`src/rtl/vend_pkg.sv`:
```
// rtl/vend_pkg.sv - shared vending denominations, encodings and payout states
//
// Purpose: denomination values and one-hot codes shared by the vending FSM
// (coin input) and the change dispenser, plus the dispenser state encoding.
// Denomination index order everywhere: 0=1, 1=5, 2=10, 3=20, 4=50.
package vend_pkg;

  localparam int NUM_DENOM = 5;

  localparam logic [7:0] DENOM_1  = 8'd1;
  localparam logic [7:0] DENOM_5  = 8'd5;
  localparam logic [7:0] DENOM_10 = 8'd10;
  localparam logic [7:0] DENOM_20 = 8'd20;
  localparam logic [7:0] DENOM_50 = 8'd50;

  localparam logic [NUM_DENOM-1:0] OH_1  = 5'b00001;
  localparam logic [NUM_DENOM-1:0] OH_5  = 5'b00010;
  localparam logic [NUM_DENOM-1:0] OH_10 = 5'b00100;
  localparam logic [NUM_DENOM-1:0] OH_20 = 5'b01000;
  localparam logic [NUM_DENOM-1:0] OH_50 = 5'b10000;

  typedef enum logic [2:0] {
    ST_IDLE,
    ST_SELECT,
    ST_REQ,
    ST_GAP,
    ST_DONE,
    ST_FAIL
  } disp_state_t;

  function automatic logic [7:0] denom_value(input int idx);
    case (idx)
      0:       return DENOM_1;
      1:       return DENOM_5;
      2:       return DENOM_10;
      3:       return DENOM_20;
      4:       return DENOM_50;
      default: return 8'd0;
    endcase
  endfunction

  function automatic logic [NUM_DENOM-1:0] denom_onehot(input int idx);
    case (idx)
      0:       return OH_1;
      1:       return OH_5;
      2:       return OH_10;
      3:       return OH_20;
      4:       return OH_50;
      default: return '0;
    endcase
  endfunction

endpackage

```
`src/rtl/change_dispense_ctrl_if.sv`:
```
// rtl/change_dispense_ctrl_if.sv - dispense handshake between controller and mechanism
//
// Purpose: groups the per-item request/acknowledge handshake.
// Signals:
//   disp_req    level request, held until ack / timeout / abort
//   disp_denom  one-hot denomination while disp_req=1, 0 otherwise
//   disp_ack    mechanism has released the requested item
// Modports: master = controller, slave = mechanism.
interface change_dispense_ctrl_if;
  import vend_pkg::*;

  logic                 disp_req;
  logic [NUM_DENOM-1:0] disp_denom;
  logic                 disp_ack;

  modport master (
    output disp_req,
    output disp_denom,
    input  disp_ack
  );

  modport slave (
    input  disp_req,
    input  disp_denom,
    output disp_ack
  );

endinterface

```
`src/rtl/denom_picker.sv`:
```
// rtl/denom_picker.sv - greedy largest-first denomination selection
//
// Purpose: picks the largest denomination that fits the amount still owed
// and still has stock. Purely combinational, no back-tracking.
// Ports:
//   remaining   in   8  amount still owed
//   stock_nz    in   5  per-denomination "stock > 0" flags
//   sel_onehot  out  5  one-hot selected denomination (0 if none)
//   sel_value   out  8  value of the selected denomination (0 if none)
//   none_valid  out  1  no denomination qualifies
module denom_picker
  import vend_pkg::*;
(
  input  logic [7:0]           remaining,
  input  logic [NUM_DENOM-1:0] stock_nz,
  output logic [NUM_DENOM-1:0] sel_onehot,
  output logic [7:0]           sel_value,
  output logic                 none_valid
);

  // Ascending scan: a later (larger) qualifying denomination overwrites
  // a smaller one, so the largest candidate wins.
  always_comb begin
    sel_onehot = '0;
    sel_value  = '0;
    none_valid = 1'b1;
    for (int i = 0; i < NUM_DENOM; i++) begin
      if (stock_nz[i] && (denom_value(i) <= remaining)) begin
        sel_onehot = denom_onehot(i);
        sel_value  = denom_value(i);
        none_valid = 1'b0;
      end
    end
  end

endmodule

```
`src/rtl/change_dispense_ctrl.sv`:
```
// rtl/change_dispense_ctrl.sv - change payout sequencer for the coin/note mechanism
//
// Purpose: pays out change_amount one item at a time, greedy largest-first
// over 50/20/10/5/1, limited by per-denomination stock counters, and reports
// done or fail back to the vending FSM.
// Ports:
//   sys_clk, sys_rst_n  clock, asynchronous active-low reset
//   start               pulse: latch change_amount and begin (IDLE only)
//   change_amount       8-bit amount to pay
//   abort               pulse: stop payout, report fail
//   refill              reload every stock to INIT_STOCK (IDLE only)
//   disp                dispense handshake (master side)
//   busy                high in every state except IDLE
//   done / fail         one-cycle outcome pulses
//   remaining           amount still owed
//   stock_sel           0..4 selects denomination 1,5,10,20,50; 5..7 read 0
//   stock_count         combinational readback of the selected stock
module change_dispense_ctrl
  import vend_pkg::*;
#(
  parameter int INIT_STOCK  = 20,
  parameter int STOCK_W     = 6,
  parameter int GAP_CYC     = 4,
  parameter int TIMEOUT_CYC = 1000
) (
  input  logic                  sys_clk,
  input  logic                  sys_rst_n,
  input  logic                  start,
  input  logic [7:0]            change_amount,
  input  logic                  abort,
  input  logic                  refill,
  change_dispense_ctrl_if.master disp,
  output logic                  busy,
  output logic                  done,
  output logic                  fail,
  output logic [7:0]            remaining,
  input  logic [2:0]            stock_sel,
  output logic [STOCK_W-1:0]    stock_count
);

  // One counter serves both the ack timeout (REQ) and the inter-item gap (GAP).
  localparam int CNT_MAX = (TIMEOUT_CYC > GAP_CYC) ? TIMEOUT_CYC : GAP_CYC;
  localparam int CNT_W   = $clog2(CNT_MAX + 1);

  localparam logic [CNT_W-1:0]   TMO_LAST = CNT_W'(TIMEOUT_CYC - 1);
  localparam logic [CNT_W-1:0]   GAP_LAST = CNT_W'(GAP_CYC - 1);
  localparam logic [STOCK_W-1:0] INIT_VAL = STOCK_W'(INIT_STOCK);

  disp_state_t state, state_nx;

  logic [CNT_W-1:0]     cyc_cnt;
  logic [STOCK_W-1:0]   stock [NUM_DENOM];
  logic [NUM_DENOM-1:0] stock_nz;
  logic [NUM_DENOM-1:0] sel_oh_q;
  logic [7:0]           sel_val_q;

  logic [NUM_DENOM-1:0] pick_oh;
  logic [7:0]           pick_val;
  logic                 pick_none;
  logic                 take_item;

  always_comb begin
    for (int i = 0; i < NUM_DENOM; i++) begin
      stock_nz[i] = (stock[i] != '0);
    end
  end

  denom_picker u_picker (
    .remaining  (remaining),
    .stock_nz   (stock_nz),
    .sel_onehot (pick_oh),
    .sel_value  (pick_val),
    .none_valid (pick_none)
  );

  // State register
  always_ff @(posedge sys_clk or negedge sys_rst_n) begin
    if (!sys_rst_n) begin
      state <= ST_IDLE;
    end else begin
      state <= state_nx;
    end
  end

  // Next state and outputs
  always_comb begin
    state_nx        = state;
    take_item       = 1'b0;
    busy            = (state != ST_IDLE);
    done            = (state == ST_DONE);
    fail            = (state == ST_FAIL);
    disp.disp_req   = (state == ST_REQ);
    disp.disp_denom = (state == ST_REQ) ? sel_oh_q : '0;

    case (state)
      ST_IDLE: begin
        if (start) state_nx = ST_SELECT;
      end
      ST_SELECT: begin
        if (remaining == 8'd0) state_nx = ST_DONE;
        else if (pick_none)    state_nx = ST_FAIL;
        else                   state_nx = ST_REQ;
      end
      ST_REQ: begin
        if (disp.disp_ack) begin
          take_item = 1'b1;
          state_nx  = ST_GAP;
        end else if (cyc_cnt == TMO_LAST) begin
          state_nx = ST_FAIL;
        end
      end
      ST_GAP: begin
        if (cyc_cnt == GAP_LAST) state_nx = ST_SELECT;
      end
      ST_DONE: state_nx = ST_IDLE;
      ST_FAIL: state_nx = ST_IDLE;
      default: state_nx = ST_IDLE;
    endcase

    // Abort overrides the exit, but an item acked in the same cycle is
    // still accounted for through take_item.
    if (abort && (state != ST_IDLE)) state_nx = ST_FAIL;
  end

  // Cycle counter restarts on every state change.
  always_ff @(posedge sys_clk or negedge sys_rst_n) begin
    if (!sys_rst_n) begin
      cyc_cnt <= '0;
    end else if (state_nx != state) begin
      cyc_cnt <= '0;
    end else if (cyc_cnt != {CNT_W{1'b1}}) begin
      cyc_cnt <= cyc_cnt + CNT_W'(1);
    end
  end

  // Selection latch, amount owed and stock counters
  always_ff @(posedge sys_clk or negedge sys_rst_n) begin
    if (!sys_rst_n) begin
      sel_oh_q  <= '0;
      sel_val_q <= '0;
      remaining <= '0;
      for (int i = 0; i < NUM_DENOM; i++) begin
        stock[i] <= INIT_VAL;
      end
    end else begin
      if (state == ST_SELECT) begin
        sel_oh_q  <= pick_oh;
        sel_val_q <= pick_val;
      end

      if ((state == ST_IDLE) && start) begin
        remaining <= change_amount;
      end else if (take_item) begin
        // sel_val_q <= remaining was guaranteed by the picker.
        remaining <= remaining - sel_val_q;
      end

      for (int i = 0; i < NUM_DENOM; i++) begin
        if ((state == ST_IDLE) && refill) begin
          stock[i] <= INIT_VAL;
        end else if (take_item && sel_oh_q[i] && (stock[i] != '0)) begin
          stock[i] <= stock[i] - STOCK_W'(1);
        end
      end
    end
  end

  always_comb begin
    stock_count = '0;
    case (stock_sel)
      3'd0:    stock_count = stock[0];
      3'd1:    stock_count = stock[1];
      3'd2:    stock_count = stock[2];
      3'd3:    stock_count = stock[3];
      3'd4:    stock_count = stock[4];
      default: stock_count = '0;
    endcase
  end

endmodule

```
`src/flat_wrapper.sv`:
```
// flat-port wrapper written by rule: the top's interface ports become plain ports
module change_dispense_ctrl_flat import vend_pkg::*;
#(
  parameter int INIT_STOCK  = 20,
  parameter int STOCK_W     = 6,
  parameter int GAP_CYC     = 4,
  parameter int TIMEOUT_CYC = 1000
)
  (sys_clk, sys_rst_n, start, change_amount, abort, refill, busy, done, fail, remaining, stock_sel, stock_count, disp_disp_req, disp_disp_denom, disp_disp_ack);
  change_dispense_ctrl_if disp_i ();
  input  logic sys_clk;
  input  logic sys_rst_n;
  input  logic start;
  input  logic [7:0] change_amount;
  input  logic abort;
  input  logic refill;
  output logic busy;
  output logic done;
  output logic fail;
  output logic [7:0] remaining;
  input  logic [2:0] stock_sel;
  output logic [STOCK_W-1:0] stock_count;
  output wire logic [$bits(disp_i.disp_req)-1:0] disp_disp_req;
  output wire logic [$bits(disp_i.disp_denom)-1:0] disp_disp_denom;
  input wire logic [$bits(disp_i.disp_ack)-1:0] disp_disp_ack;
  assign disp_disp_req = disp_i.disp_req;
  assign disp_disp_denom = disp_i.disp_denom;
  assign disp_i.disp_ack = disp_disp_ack;
  change_dispense_ctrl #(.INIT_STOCK(INIT_STOCK), .STOCK_W(STOCK_W), .GAP_CYC(GAP_CYC), .TIMEOUT_CYC(TIMEOUT_CYC)) u_core (.sys_clk(sys_clk), .sys_rst_n(sys_rst_n), .start(start), .change_amount(change_amount), .abort(abort), .refill(refill), .disp(disp_i), .busy(busy), .done(done), .fail(fail), .remaining(remaining), .stock_sel(stock_sel), .stock_count(stock_count));
endmodule
```
`config.mk`:
```
export PLATFORM = sky130hd
export DESIGN_NAME = change_dispense_ctrl_flat
export DESIGN_NICKNAME = d
export VERILOG_FILES = /design/src/rtl/vend_pkg.sv /design/src/rtl/change_dispense_ctrl_if.sv /design/src/rtl/denom_picker.sv /design/src/rtl/change_dispense_ctrl.sv /design/src/flat_wrapper.sv
export SDC_FILE = /design/constraint.sdc
export NUM_CORES = 1
export LEC_CHECK = 0
export BUFFER_PORTS_ARGS = -buffer_cell sky130_fd_sc_hd__buf_4
export CAP_MARGIN = 20
export CORE_ASPECT_RATIO = 1.75
export CORE_MARGIN = 2
export CORE_UTILIZATION = 54
export DETAILED_ROUTE_END_ITERATION = 8
export GPL_ROUTABILITY_DRIVEN = 0
export PLACE_DENSITY_LB_ADDON = 0.05
export SYNTH_ARGS = -nofsm -noshare
export SYNTH_HDL_FRONTEND = slang
export SYNTH_SLANG_ARGS = --single-unit
```
`constraint.sdc`:
```
create_clock -name sys_clk -period 2.4 [get_ports sys_clk]
set_input_delay 0.36 -clock sys_clk [delete_from_list [all_inputs] [get_ports sys_clk]]
set_output_delay 0.36 -clock sys_clk [all_outputs]
set_load 0.1 [all_outputs]
```
==> results.txt, run 1 <==
- Worst slew slack as a fraction of its limit: 47.7%
- The initialized floorplan defines 40 standard-cell rows.
* Pin count of the biggest net entering global routing: between 60 and 70
* Commonest non-fill, non-tap cells in the layout: sky130_fd_sc_hd__buf_4 (79), sky130_fd_sc_hd__nor2_1 (52), sky130_fd_sc_hd__dfrtp_1 (47)
- During placement, the flow inserted port buffers numbering 39.
- From bottom edge to top edge, the die measures ~110 µm.
- Fraction of the cycle the final worst path needs: 106%
* Yosys Warn Count: 0
- Overall via count from detail_route: about 3500
- # fillers: 564
- Final setup violation count: 15
* Area of placed instances: roughly 0.0045 mm²
- The flow ran to the end, but the final reports show violations.
- Across the routed clock network, the largest skew measured is about 7.5 ps.
- Family of cells with the greatest summed delay on the critical path: simple AND/OR/NAND/NOR gates
* Logic depth of the worst register-to-register path: 9
- Dividing the detail-routed wire length by the instance count gives approximately 17 µm.
* Ports placed on the boundary: 40
* Number of DRC markers in iteration 0: 240
- Fin crit period: around 2500 ps
- Final net count: 539
- Capturing point of the worst reg2reg path: u_core.cyc_cnt[6]
* Clk_lat worst skew: 330 ps
* Total Die Area: roughly 0.0077 mm²
* Crit-path cells: inv_2, ha_4, or4b_4, or4_4, a221o_1, nor3_2, a2111o_1, buf_12, nor2_1
* Pre-antenna DRT Iters: 4
- The largest individual stage delay along the critical path comes from the cell sky130_fd_sc_hd__or4_4.
- After detailed routing, the number of vias per cell comes to slightly below 6.
- WP depth: 9
* Post-synth EDFFs: 0
- Timing startpoint of the critical path: u_core.stock[0]
* Number of max-cap violations: 0
* Routed Antenna Nets: 0
- Setup repair after global routing could not meet its margin everywhere.
- The routed design has 9.95 mm of wire.
* Pre-CTS WS: -217 ps
- H-Tree Depth: 3
- Final global-route overflow total: 0
- In this run, distinct cell masters in the synthesized netlist total 62.
* CTS clock-pin slew for the worst setup and hold paths: ~50 ps
- Clock tree buffer depth: 2
- The sequential cells in the finished layout cover a total of 0.00152 mm².
* Placeable Area: around 0.0068 mm²
* Via count of the first global-routing pass: between 3000 and 4000
- The initial utilization of the core area, before any placement, comes to approximately 56%.
* TritonCTS buffer count: 9
* Number of buffers and inverters on the critical path: 2
- Global-route wire length before repair: around 17 mm
* Antenna violations before repair: 0
* Startpoint of the most critical register-to-register path: u_core.stock[0]
* Most used flip-flop cell after synthesis: sky130_fd_sc_hd__dfrtp_1
- For the worst setup path, the data required time is 2610 ps.
- The tightest min-delay check is of the in2async type.
* Achievable clock frequency: slightly below 400 MHz
- PnR worst setup slack: -144 ps
* Post-Route Utilization: 70.6%
- For this design the ratio of total power to cell area is 1090 mW/mm².
- A synthesized cell averages around 8.8 µm².
* Failing checks: negative setup slack
- From synthesis to final layout, the design area changed by 26.9%.
- Global routing used ~29% of the available tracks.
- Nature of the critical path endpoint: flop
* Fraction of layout instances using a drive strength above 1: between 20% and 30%
* Die outline width: between 60 and 70 µm
- End point of the critical path: u_core.cyc_cnt[6]
- Layout Cell Area excl Fill: about 0.0048 mm²
* Fraction of registers with async set or reset after synthesis: 100%
* CTS Root Buffer Type: sky130_fd_sc_hd__clkbuf_16
* Largest fanout of any net on the critical path: 10
* Half-perimeter wire length after detailed placement: approximately 7.4 mm
* Multi-input gate area in the final layout: around 0.0022 mm²
- Setup Crit Path Kind: reg2reg
- Worst hold slack across all endpoints: 99.7 ps
* CP Data Arrival Time: roughly 2800 ps
* Delay of the slowest cell on the worst path: about 490 ps
- Synthesis produced a netlist whose cell count is 429.
- P_leak: 2.13 nW
- STA classifies the critical path startpoint as a flop.
* Setup slack of the most critical reg-to-reg path: -140 ps
* Count of unresolved DRC violations after routing: 0
- Synthesized flop and latch total: 60
- Number of nets in the synthesized netlist: roughly 460
- Share of the yosys chip area belonging to registers: approximately 40%
- After routing, the total negative slack on setup checks comes to -1750 ps.
* CTS tree: yes
* Final-report hold violation count: 0
- Max-slew violation count: 0
- The library cell used most frequently in the layout, excluding fill and tap cells, is sky130_fd_sc_hd__buf_4.
- The worst-case IR drop observed on VDD is approximately 1.2 mV.
* Count of antenna diodes in the layout: 0
* Worst-Margin Slew: a little under 800 ps
* Cell Area, Synth: 0.00378 mm²
- The clock net in this run drives a total of 60 sinks.
[flip-flops by register name, indices dropped and copies added (netlist names)]
signal / flops
u_core.cyc_cnt: 10
u_core.sel_oh_q: 4
u_core.remaining: 8
u_core.sel_val_q: 5
u_core.state: 3
u_core.stock: 30
[stage by stage]
stage | std cells | total power, mW
2_1_floorplan | 429 | 3.24
3_3_place_gp | 574 | 3.94
3_5_place_dp | 574 | 3.99
4_1_cts | 593 | 5.26
5_1_grt | 594 | 5.56
6_report | 594 | 5.25
[area by class of cell]
cell class,instances,area share (%)
sequential,60,31.6
inverter,26,2.11
multi-input combinational,327,45.2
timing repair buffer,81,13.0
clock inverter,1,0.104
tap,84,2.19
clock buffer,15,5.78
[worst min path at each step]
stage | to | slack (ps)
after floorplan | u_core.cyc_cnt[0] | 60
after global placement | u_core.stock[18] | 490
after detailed placement | u_core.stock[19] | 490
after CTS | u_core.stock[19] | 140
after global routing | u_core.stock[19] | 180
final | u_core.stock[18] | 100
[logic make-up (layout without fill, tap and decap cells)]
family / count (synthesis) / after routing / share of synthesized area [%]
xor gates and xnor gates: 23 / 23 / 5.32
DFF: 60 / 60 / 40.0
muxes: 15 / 15 / 4.36
adders and majority gates: 18 / 18 / 6.08
and+or+nand+nor: 182 / 182 / 24.5
AOI/OAI and AO/OA: 89 / 89 / 15.3
buffers and inverters: 42 / 123 / 4.40
[per-layer routing]
layer | track usage, % | up-vias | routed length, µm
met4 | 11.8 | 0 | 257
met2 | 52.5 | 77 | 5670
met1 | 32.2 | 1719 | 3720
li1 | - | 1671 | -
met3 | 6.07 | 22 | 309
met5 | 0 | - | 0
[cell usage after synthesis, types with 7 or more instances]
master | number | share of area (%)
sky130_fd_sc_hd__or3_1 | 8 | 1.3
sky130_fd_sc_hd__xnor2_1 | 17 | 3.9
sky130_fd_sc_hd__o21ai_0 | 25 | 3.3
sky130_fd_sc_hd__ha_1 | 16 | 5.3
sky130_fd_sc_hd__a21oi_1 | 18 | 2.4
sky130_fd_sc_hd__nor2_1 | 55 | 5.5
sky130_fd_sc_hd__o21a_1 | 7 | 1.4
sky130_fd_sc_hd__nand2_1 | 33 | 3.3
sky130_fd_sc_hd__or2_2 | 8 | 1.3
sky130_fd_sc_hd__clkbuf_1 | 13 | 1.3
sky130_fd_sc_hd__dfstp_2 | 10 | 6.9
sky130_fd_sc_hd__nor3_1 | 11 | 1.5
sky130_fd_sc_hd__dfrtp_1 | 50 | 33
sky130_fd_sc_hd__nand3_1 | 17 | 2.2
sky130_fd_sc_hd__mux2i_1 | 12 | 3.2
sky130_fd_sc_hd__inv_1 | 26 | 2.6
sky130_fd_sc_hd__and3_1 | 12 | 2.0
[power by group]
group          total [mW]  internal [mW]  switching, mW
logic                2.59          0.888           1.70
registers            1.46           1.23          0.229
clock network        1.21          0.781          0.424
[what timing repair did]
item / 4_1_cts / 5_1_grt
hold buffers: 0 / 0
setup buffers: 3 / 1
pin swaps: 4 / 2
cloned: 0 / 0
gates resized for setup: 10 / 1
endpoints found under the setup margin: 16 / 16
No activity file was read; power rests on OpenSTA's default activity.
==> run 2: changes to the inputs <==
--- a/config.mk
+++ b/config.mk
@@ -5,11 +5,11 @@
 export SDC_FILE = /design/constraint.sdc
 export NUM_CORES = 1
 export LEC_CHECK = 0
+export ABC_AREA = 1
 export BUFFER_PORTS_ARGS = -buffer_cell sky130_fd_sc_hd__buf_4
 export CAP_MARGIN = 20
 export CORE_ASPECT_RATIO = 1.75
-export CORE_MARGIN = 2
-export CORE_UTILIZATION = 54
+export CORE_UTILIZATION = 48
 export DETAILED_ROUTE_END_ITERATION = 8
 export GPL_ROUTABILITY_DRIVEN = 0
 export PLACE_DENSITY_LB_ADDON = 0.05
==> run 2 against run 1 <==
  * The run now ends clean
  * Clock skew shrank 1.7 ps
  * Die area grew 8.1%
  * Flip-flop and latch count is the same
  * Wire length shrank 8.3%
  * Sequential power is essentially flat
  * Maximum frequency grew 15%
  * Clock power grew 15%
  * First-iteration DRC count shrank 40%
  * Worst hold slack gained 1.9 ps
  * Critical path depth shrank 4
  * Worst setup slack gained 340 ps
  * Non-clock buffer count shrank 39
  * Critical path type is now reg2out
==> results.txt, run 2 <==
- Number of max-cap violations: 0 (unchanged)
* Path type of the worst min-delay path: in2async (unchanged)
* Most common cell after layout, fill and taps aside: sky130_fd_sc_hd__inv_1 (was sky130_fd_sc_hd__buf_4)
- The leakage power total was 2.13 nW (about the same).
- Nature of the critical path endpoint: output port (was flop)
* Psw: 2.56 mW (was 2.35 mW)
* Total Die Area: 0.00834 mm² (was 0.00772 mm²)
- Crit-path cells: nand2_2, nor2_4, inv_1, nor2_2, buf_4 (was inv_2, ha_4, or4b_4, or4_4, a221o_1, nor3_2, a2111o_1, buf_12, nor2_1).
- The top-level I/O count was 40 (unchanged).
- The CTS tree was yes (unchanged).
* Cell with the biggest individual delay on the critical path: sky130_fd_sc_hd__dfrtp_1 (was sky130_fd_sc_hd__or4_4)
- Pre-CTS WS: 352 ps (was -217 ps)
* Worst hold slack across all endpoints: 102 ps (was 99.7 ps)
* Pre-antenna DRT Iters: 5 (was 4)
* Family of cells with the greatest summed delay on the critical path: flip-flops (was simple AND/OR/NAND/NOR gates)
- Pwr/cell area: 1200 mW/mm² (was 1090 mW/mm²)
- Max-slew violation count: 0 (unchanged)
* Switching part of the total: 46.8% (was 44.8%)
- Post-CTS Resized: 0 (was 10)
* Multi-input gate area in the final layout: 0.00198 mm² (was 0.00217 mm²)
- The power share of the sequential group is 27.1% (was 27.7%).
- Unrepaired setup endpoints after global routing: false (was true).
- Delay of the slowest cell on the worst path: 560 ps (was 490 ps)
- The share of total power in the clock network was 25.4% (was 23.0%).
- The fraction of the core area covered by cells at the end of the flow is 60.0% (was 70.6%).
- The measured slew at the worst slew-check pin is 780 ps (was 784 ps).
- The clock-pin slew of the registers on the worst-case setup and hold paths was 50 ps (about the same).
- Number of flip-flops in the largest register: 30 (unchanged)
- The maximum level of the CTS H-tree came to 3 (unchanged).
- Post-synthesis average cell area: 7.97 µm² (was 8.82 µm²)
* Worst slew slack as a fraction of its limit: 48.0% (was 47.7%)
* Number of DRC markers in iteration 0: 144 (was 240)
* Final net count: 562 (was 539)
- The number of buffers created by CTS was 9 (unchanged).
- The number of antenna violations at the first check in global routing came to 0 (unchanged).
- The final routed wire length divided by cell count was 14.7 µm (was 16.8 µm).
- The share of the synthesized area in the top cell type is 32.7% (was 33.1%).
- Yosys Warn Count: 0 (unchanged)
* Number of nets in the synthesized netlist: 514 (was 463)
- The post-route DRC violation count was 0 (unchanged).
* Cell types with the largest area share after synthesis: sky130_fd_sc_hd__dfrtp_1 (33%), sky130_fd_sc_hd__inv_1 (7.3%), sky130_fd_sc_hd__dfstp_2 (6.9%) (was sky130_fd_sc_hd__dfrtp_1 (33%), sky130_fd_sc_hd__dfstp_2 (6.9%), sky130_fd_sc_hd__nor2_1 (5.5%))
- Gate Count Post-Synth: 480 (was 429)
* Via count of the first global-routing pass: 3458 (was 3596)
* Cell internal power dissipation: 2.91 mW (was 2.90 mW)
- Cell Area, Synth: 0.00382 mm² (was 0.00378 mm²)
- The data required time of the critical path came to 2040 ps (was 2610 ps).
* Signed area change from the synthesized netlist to the final layout: 19.5% (was 26.9%)
- Cell with the most instances after synthesis: sky130_fd_sc_hd__inv_1 (was sky130_fd_sc_hd__nor2_1)
* Routed Antenna Nets: 0 (unchanged)
- The final hold violation count came to 0 (unchanged).
- Cell row count: 42 (was 40)
- Placeable Area: 0.00762 mm² (was 0.00681 mm²)
* Count of antenna diodes in the layout: 0 (unchanged)
- Total area of sequential cells: 0.00152 mm² (about the same)
- Pin count of the biggest net entering global routing: 61 (unchanged)
- Share of the yosys chip area belonging to registers: 39.6% (was 40.0%)
- The post-route clock skew came to 5.71 ps (was 7.46 ps).
- The share of the clock period used by the worst path after layout is 91.9% (was 106%).
- The initial cell density of the core was 50.2% (was 55.6%).
- The number of endpoints failing setup at the final stage was 0 (was 15).
- Fraction of registers with async set or reset after synthesis: 100% (unchanged)
- # fillers: 707 (was 564)
* Via-per-instance ratio: 5.45 (was 5.87)
- Hold-fix buffers, CTS: 0 (unchanged)
- The kind of critical path is reg2out (was reg2reg).
* Half-perimeter wire length after detailed placement: 7.01 mm (was 7.41 mm)
- Final global-route overflow total: 0 (unchanged)
* Reg with most FFs: u_core.stock (unchanged)
- The shortest period the worst path allows is 2210 ps (was 2540 ps).
- The element type at the critical path start was a flop (unchanged).
- Post-CTS Setup Bufs: 0 (was 3)
- Worst supply voltage drop on vdd: 1.05 mV (was 1.16 mV)
- CTS Root Buffer Type: sky130_fd_sc_hd__clkbuf_16 (unchanged)
- Die boundary height: 120 µm (was 115 µm)
- Clk_lat worst skew: 330 ps (about the same)
- The most used flip-flop cell after synthesis is sky130_fd_sc_hd__dfrtp_1 (unchanged).
- Commonest non-fill, non-tap cells in the layout: sky130_fd_sc_hd__inv_1 (74), sky130_fd_sc_hd__dfrtp_1 (48), sky130_fd_sc_hd__nand3_1 (47), sky130_fd_sc_hd__nand2_1 (47), sky130_fd_sc_hd__o21ai_0 (45) (was sky130_fd_sc_hd__buf_4 (79), sky130_fd_sc_hd__nor2_1 (52), sky130_fd_sc_hd__dfrtp_1 (47))
* Cell type with the highest aggregate area in the netlist: sky130_fd_sc_hd__dfrtp_1 (unchanged)
* Clock tree buffer depth: 2 (unchanged)
* Proportion of power drawn by combinational gates: 47.6% (was 49.3%)
- Achievable clock frequency: 453 MHz (was 393 MHz)
* Die outline width: 69.5 µm (was 67.3 µm)
- PnR worst setup slack: 194 ps (was -144 ps)
- The wire length of the first global-routing pass came to 15.7 mm (was 17.0 mm).
- The aggregate routed wire length came to 9.13 mm (was 9.95 mm).
- Leading registers by flop count: u_core.stock (30), u_core.cyc_cnt (10), u_core.remaining (8) (unchanged).
- Post-synth EDFFs: 0 (unchanged)
- CP Data Arrival Time: 1850 ps (was 2750 ps)
- Number of buffers and inverters on the critical path: 2 (unchanged)
- Number of distinct library cell variants in the gate-level netlist after synthesis: 43 (was 62)
- The total track usage was 24.3% (was 29.1%).
- Result of the run: finished, final reports clean (was finished, violations left)
* Largest fanout of any net on the critical path: 8 (was 10)
- Fraction of layout instances using a drive strength above 1: 24.4% (was 26.7%)
- Cell types with the highest counts after synthesis: sky130_fd_sc_hd__inv_1 (74), sky130_fd_sc_hd__dfrtp_1 (50), sky130_fd_sc_hd__nand2_1 (47), sky130_fd_sc_hd__nand3_1 (47), sky130_fd_sc_hd__o21ai_0 (45) (was sky130_fd_sc_hd__nor2_1 (55), sky130_fd_sc_hd__dfrtp_1 (50), sky130_fd_sc_hd__nand2_1 (33)).
- The post-synthesis sequential element count was 60 (unchanged).
* Number of clock sinks seen by CTS: 60 (unchanged)
* Overall via count from detail_route: 3387 (was 3489)
- Buffers added on ports: 39 (unchanged)
## run 2: changes by cell type after synthesis, moves of 11 or more
cell and delta:
sky130_fd_sc_hd__and3_1 -12, sky130_fd_sc_hd__inv_1 +48, sky130_fd_sc_hd__nand2_1 +14, sky130_fd_sc_hd__nand2_2 +11, sky130_fd_sc_hd__nand3_1 +30, sky130_fd_sc_hd__nor2_1 -16, sky130_fd_sc_hd__nor2_2 +13, sky130_fd_sc_hd__o21ai_0 +20
sky130_fd_sc_hd__xnor2_1 -16
## run 2: cell families (layout without fill, tap and decap cells)
kind of cell | count (synthesis) | in the layout | share of synthesized area (%)
simple gates | 203 | 203 | 28.4
flops | 60 | 60 | 39.6
xor+xnor | 9 | 9 | 2.06
compound gates | 96 | 96 | 14.4
mux | 2 | 2 | 0.523
buf+inv | 93 | 146 | 9.32
fa+ha+maj | 17 | 17 | 5.76
## run 2: layer usage
metal	up-vias	global-route usage [%]	wire (µm)
li1	1711	-	-
met1	1583	25.7	3590
met2	71	44.5	4920
met3	22	4.95	324
met4	0	12.6	299
met5	-	0	0
## run 2: layout make-up
cell class	count	area share, %
multi-input combinational	327	43.3
clock inverter	5	1.64
inverter	88	7.31
tap	88	2.41
timing repair buffer	42	6.90
clock buffer	11	5.31
sequential	60	33.2
## run 2: path summary, 6_finish.rpt
| check | startpoint | endpoint | slack, ps | cells after the start |
|---|---|---|---|---|
| max | u_core.state[1] | disp_disp_denom[1] | 190 | 5 |
| min | sys_rst_n | u_core.stock[7] | 100 | 1 |
| max reg2reg | u_core.remaining[2] | u_core.remaining[7] | 340 | 10 |
| min reg2reg | u_core.stock[24] | u_core.stock[24] | 490 | 1 |
| max in group asynchronous | sys_rst_n | u_core.remaining[1] | 1730 | 1 |
| min in group sys_clk | change_amount[1] | u_core.remaining[1] | 270 | 3 |
## run 2: power groups by stage
stage	clock [mW]	combinational [mW]	sequential, mW
2_1_floorplan	0	1.63	1.91
3_3_place_gp	0	2.59	1.49
3_5_place_dp	0	2.61	1.50
4_1_cts	1.41	2.63	1.48
5_1_grt	1.46	2.87	1.51
6_report	1.39	2.60	1.48
## run 2: per-stage QoR
stage	cells	cell area (µm²)	TNS [ps]	total power, mW
6_report	621	4570	0	5.47
5_1_grt	621	4570	0	5.84
4_1_cts	621	4570	0	5.52
3_5_place_dp	605	4250	0	4.10
3_3_place_gp	605	4250	0	4.08
2_1_floorplan	480	3850	-5560	3.54
